===== src/rtl/universal_register_n.sv =====
// W-bit general-purpose register: hold, parallel load, shift, rotate and up/down
// count, with a registered terminal-count pulse and combinational status outputs.
module universal_register_n #(
    parameter int            W       = 8,
    parameter logic [W-1:0]  RST_VAL = '0
) (
    input  logic         CLK,
    input  logic         RST_n,
    input  logic         CE,
    input  logic [2:0]   MODE,
    input  logic [W-1:0] D,
    input  logic         SI,
    output logic [W-1:0] Q,
    output logic [W-1:0] Q_n,
    output logic         SO_L,
    output logic         SO_R,
    output logic         ZERO,
    output logic         TC
);

    typedef enum logic [2:0] {
        MODE_HOLD  = 3'b000,
        MODE_LOAD  = 3'b001,
        MODE_SHL   = 3'b010,
        MODE_SHR   = 3'b011,
        MODE_ROL   = 3'b100,
        MODE_ROR   = 3'b101,
        MODE_UP    = 3'b110,
        MODE_DOWN  = 3'b111
    } mode_e;

    localparam logic [W-1:0] ALL_ONES = '1;
    localparam logic [W-1:0] ONE      = W'(1);

    logic [W-1:0] r_q;
    logic         r_tc;
    logic [W-1:0] w_next;
    logic         w_wrap;
    mode_e        w_mode;

    assign w_mode = mode_e'(MODE);

    always_comb begin
        w_next = r_q;
        w_wrap = 1'b0;
        case (w_mode)
            MODE_HOLD: w_next = r_q;
            MODE_LOAD: w_next = D;
            MODE_SHL:  w_next = {r_q[W-2:0], SI};
            MODE_SHR:  w_next = {SI, r_q[W-1:1]};
            MODE_ROL:  w_next = {r_q[W-2:0], r_q[W-1]};
            MODE_ROR:  w_next = {r_q[0], r_q[W-1:1]};
            MODE_UP: begin
                w_next = r_q + ONE;
                w_wrap = (r_q == ALL_ONES);
            end
            MODE_DOWN: begin
                w_next = r_q - ONE;
                w_wrap = (r_q == '0);
            end
            default: w_next = r_q;
        endcase
    end

    // Reset beats CE, CE beats MODE; TC is only ever high the cycle after a wrap.
    always_ff @(posedge CLK) begin
        if (!RST_n) begin
            r_q  <= RST_VAL;
            r_tc <= 1'b0;
        end else if (!CE) begin
            r_tc <= 1'b0;
        end else begin
            r_q  <= w_next;
            r_tc <= w_wrap;
        end
    end

    assign Q    = r_q;
    assign Q_n  = ~r_q;
    assign SO_L = r_q[W-1];
    assign SO_R = r_q[0];
    assign ZERO = (r_q == '0);
    assign TC   = r_tc;

endmodule


===== config.mk =====
export PLATFORM = sky130hd
export DESIGN_NAME = universal_register_n
export DESIGN_NICKNAME = d
export VERILOG_FILES = /design/src/rtl/universal_register_n.sv
export SDC_FILE = /design/constraint.sdc
export NUM_CORES = 1
export LEC_CHECK = 0
export CORE_ASPECT_RATIO = 0.6
export CORE_MARGIN = 2
export CORE_UTILIZATION = 44
export DETAILED_ROUTE_END_ITERATION = 8
export PLACE_DENSITY_LB_ADDON = 0.2
export RECOVER_POWER = 100
export SETUP_SLACK_MARGIN = 0.5
export SYNTH_ARGS = -nofsm -noshare
export SYNTH_HDL_FRONTEND = slang
export SYNTH_SLANG_ARGS = --single-unit

===== constraint.sdc =====
create_clock -name CLK -period 2.1 [get_ports CLK]
set_input_delay 0.21 -clock CLK [delete_from_list [all_inputs] [get_ports CLK]]
set_output_delay 0.21 -clock CLK [all_outputs]
set_load 0.005 [all_outputs]

==> run summary <==
Crit path capture: Q[7]
Max-cap violations: 0
Worst Path Required: 2270 ps
Maximum number of pins on one net before global-route repair: 25
GP Congestion: 0.9785
Starting DRT DRC Count: 104
Placement Cell Area: 1325 µm²
Clk sinks: 9
Root Driver: clkbuf_4
Sequential element share of the synthesized area: 0.1868
Reg-to-Reg Start: Q[3]
Top FF cell, synth: dfxtp_1
First-pass GRT wire length: 4968 µm
Setup TNS: 0 ps
Die Wd: 64.45 µm
Worst reg2reg setup slack: 320 ps
Global Route Usage Sum: 0.2701
CTS tree: built
CP Capture Type: flop
Max IR drop VDD: 0.3351 mV
Post-synth ARST share: 0
HP Class: flop to flop
Routed vias: 1240
CP max stage cell: nor4_1
Final core utilization: 0.6686
Synthesized flop and latch total: 9
Max clock buf depth: 2
Crit path arrival time: 1950 ps
Worst setup path startpoint: Q[3]
Clock-pin slew on the worst setup and hold paths: 70 ps
Area Overhead vs Synth: 46.56%
CP max stage delay: 430 ps
Vias per cell: 6.108
RSZ-0062 raised after global routing: yes
Antenna viol nets, final: 0
DRC viols: 0
Final wirelength: 3379 µm
Critical path, cell by cell: nor4_1 -> nand4_2 -> buf_6 -> o22ai_4 -> nor4_1 -> a221o_1
Synth Net Count: 149
Worst setup slack after layout: 319.7 ps
Hold buffers post-CTS: 0
Post-route cell area: 1414 µm²
Clock latency at the later pin of the worst-skew pair: 280 ps
Leak: 0.5255 nW
Cell repeated most along the worst path: nor4_1
PwrDens: 467.9 nW/µm²
IO buf count: 34
CP Max Fanout: 8
Filler cells: 171
Slew Limit Fails: 0
Worst clock skew: 1.102 ps
Num CTS Buffers: 3
Synth Area per Inst: 7.253 µm²
Fin crit period: 1780 ps
Dpl hpwl: 2297 µm
Die Area: 2595 µm²
Die Ht: 40.27 µm
DRT Pass-1 Iters: 4
H-tree depth: 1
Setup CP Type: flop to flop
Final-report setup violation count: 0
Nets: 190
Num ports: 35
Number of antenna violations at the first check in global routing: 0
Core ar.: 2115 µm²
Max_slew headroom: 0.6134
Final Non-Filler Cells: 203
Initial Utilization: 0.4562
GRT Residual Overflow: 0
Outcome: finished clean
Hold Vio Cnt, Final: 0
Placement Setup Slack: 47.08 ps
Row Count: 13
# diodes: 0
Crit share post-route: 0.8477
FMAX: 561.7 MHz
Cell Count Post-Placement: 192
Synthesized area: 964.7 µm²
Share of layout cells above drive strength 1: 0.1561
Number of global-route vias before repair: 993
Syn. warnings: 0
R2R depth: 6
Post-Synthesis Cells: 133
Worst slew pin tran: 572.4 ps
Synth unique cells: 46
DR WL/cell: 16.65 µm
Setup crit start kind: flop
Reg-to-reg critical path endpoint: Q[7]
EDFF count, synth: 0
## where the power goes
part	leakage [nW]	switching [mW]	total, mW	internal, mW
Sequential	0.0751	0.0218	0.205	0.183
Combinational	0.435	0.150	0.309	0.159
Clock	0.0150	0.0738	0.148	0.0739
Total	0.526	0.246	0.662	0.416
## metrics by stage
step	total power, mW	hold slack, ps
2_1_floorplan	0.3695	311.2
3_3_place_gp	0.4868	529.7
3_5_place_dp	0.4902	535.4
4_1_cts	0.6586	545.0
5_1_grt	0.6993	571.8
6_report	0.6615	550.9
## cells in the final DEF (no fill, tap or decap), types with 3 or more instances in the layout
cell / count
clkdlybuf4s50_1: 16
dlygate4sd3_1: 13
nor2_1: 11
nand2_1: 10
buf_4: 10
inv_1: 8
a21oi_1: 8
o21ai_0: 8
dfxtp_1: 7
nor3_1: 7
mux2i_1: 5
nand3_1: 5
o32ai_1: 4
nor4_1: 3
a211oi_1: 3
clkbuf_4: 3
clkbuf_1: 3
dlygate4sd2_1: 3
## per-layer routing
metal  wire, µm  global-route usage  vias to the layer above
met5          0                   0                        -
met4         74              0.1011                        0
met3        342             0.07022                       11
met2       1534              0.4349                       69
met1       1427              0.3570                      577
li1           -                   -                      583
## synthesized netlist by cell type, drive strengths merged, types with 2 or more instances
cell type	instances	share of area
a211oi	3	0.023
a21oi	8	0.042
a311oi	2	0.018
a31oi	2	0.013
buf	8	0.058
clkbuf	4	0.017
dfxtp	9	0.19
inv	9	0.035
mux2	2	0.023
mux2i	5	0.052
nand2	10	0.039
nand2b	3	0.019
nand3	6	0.036
nand4	2	0.019
nor2	11	0.043
nor3	7	0.036
nor4	3	0.035
o21a	2	0.016
o21ai	8	0.042
o22ai	3	0.026
o31a	2	0.018
o31ai	2	0.016
o32ai	4	0.036
or3	2	0.013
xnor2	2	0.018
## state kept, by name (all words and copies together), names as in the netlist
name,count
TC,1
Q,8
## cell type report
| cell class | count | area [µm²] | share of cell area |
|---|---|---|---|
| clock buffers | 4 | 26.28 | 0.01858 |
| inverters | 10 | 37.54 | 0.02655 |
| multi-input cells | 102 | 688.2 | 0.4867 |
| flip-flops and latches | 9 | 187.7 | 0.1327 |
| well taps | 30 | 37.54 | 0.02655 |
| repair buffers | 48 | 436.7 | 0.3088 |
## how the worst min path moves through the flow
stage | start | slack [ps] | to | depth (start not counted)
2_1_floorplan | CE | 310 | Q[4] | 1
5_1_grt | Q[6] | 570 | Q[6] | 2
4_1_cts | Q[6] | 550 | Q[6] | 2
3_3_place_gp | Q[6] | 530 | Q[6] | 2
3_5_place_dp | Q[6] | 540 | Q[6] | 2
6_report | Q[6] | 550 | Q[6] | 2
## critical path: cells and delay by family (launching register included)
kind                   cells  cell delay [ps]
buffers and inverters      1              170
and+or+nand+nor            3              710
DFF                        1              380
AOI/OAI and AO/OA          2              410
## kinds of logic (layout without fill, tap and decap cells)
| family | Yosys count | after routing | share of synthesized area |
|---|---|---|---|
| and+or+nand+nor | 49 | 49 | 0.2789 |
| AOI/OAI and AO/OA | 43 | 43 | 0.3139 |
| buffers and inverters | 22 | 62 | 0.1141 |
| DFF | 9 | 9 | 0.1868 |
| muxes | 7 | 7 | 0.07523 |
| xor gates and xnor gates | 2 | 2 | 0.01816 |
| adders and majority gates | 1 | 1 | 0.01297 |
## timing repair
action	4_1_cts	5_1_grt
pin swaps	5	3
setup buffers	5	2
endpoints found under the setup margin	13	10
resized for setup	19	10
(Power assumes the default switching activity.)
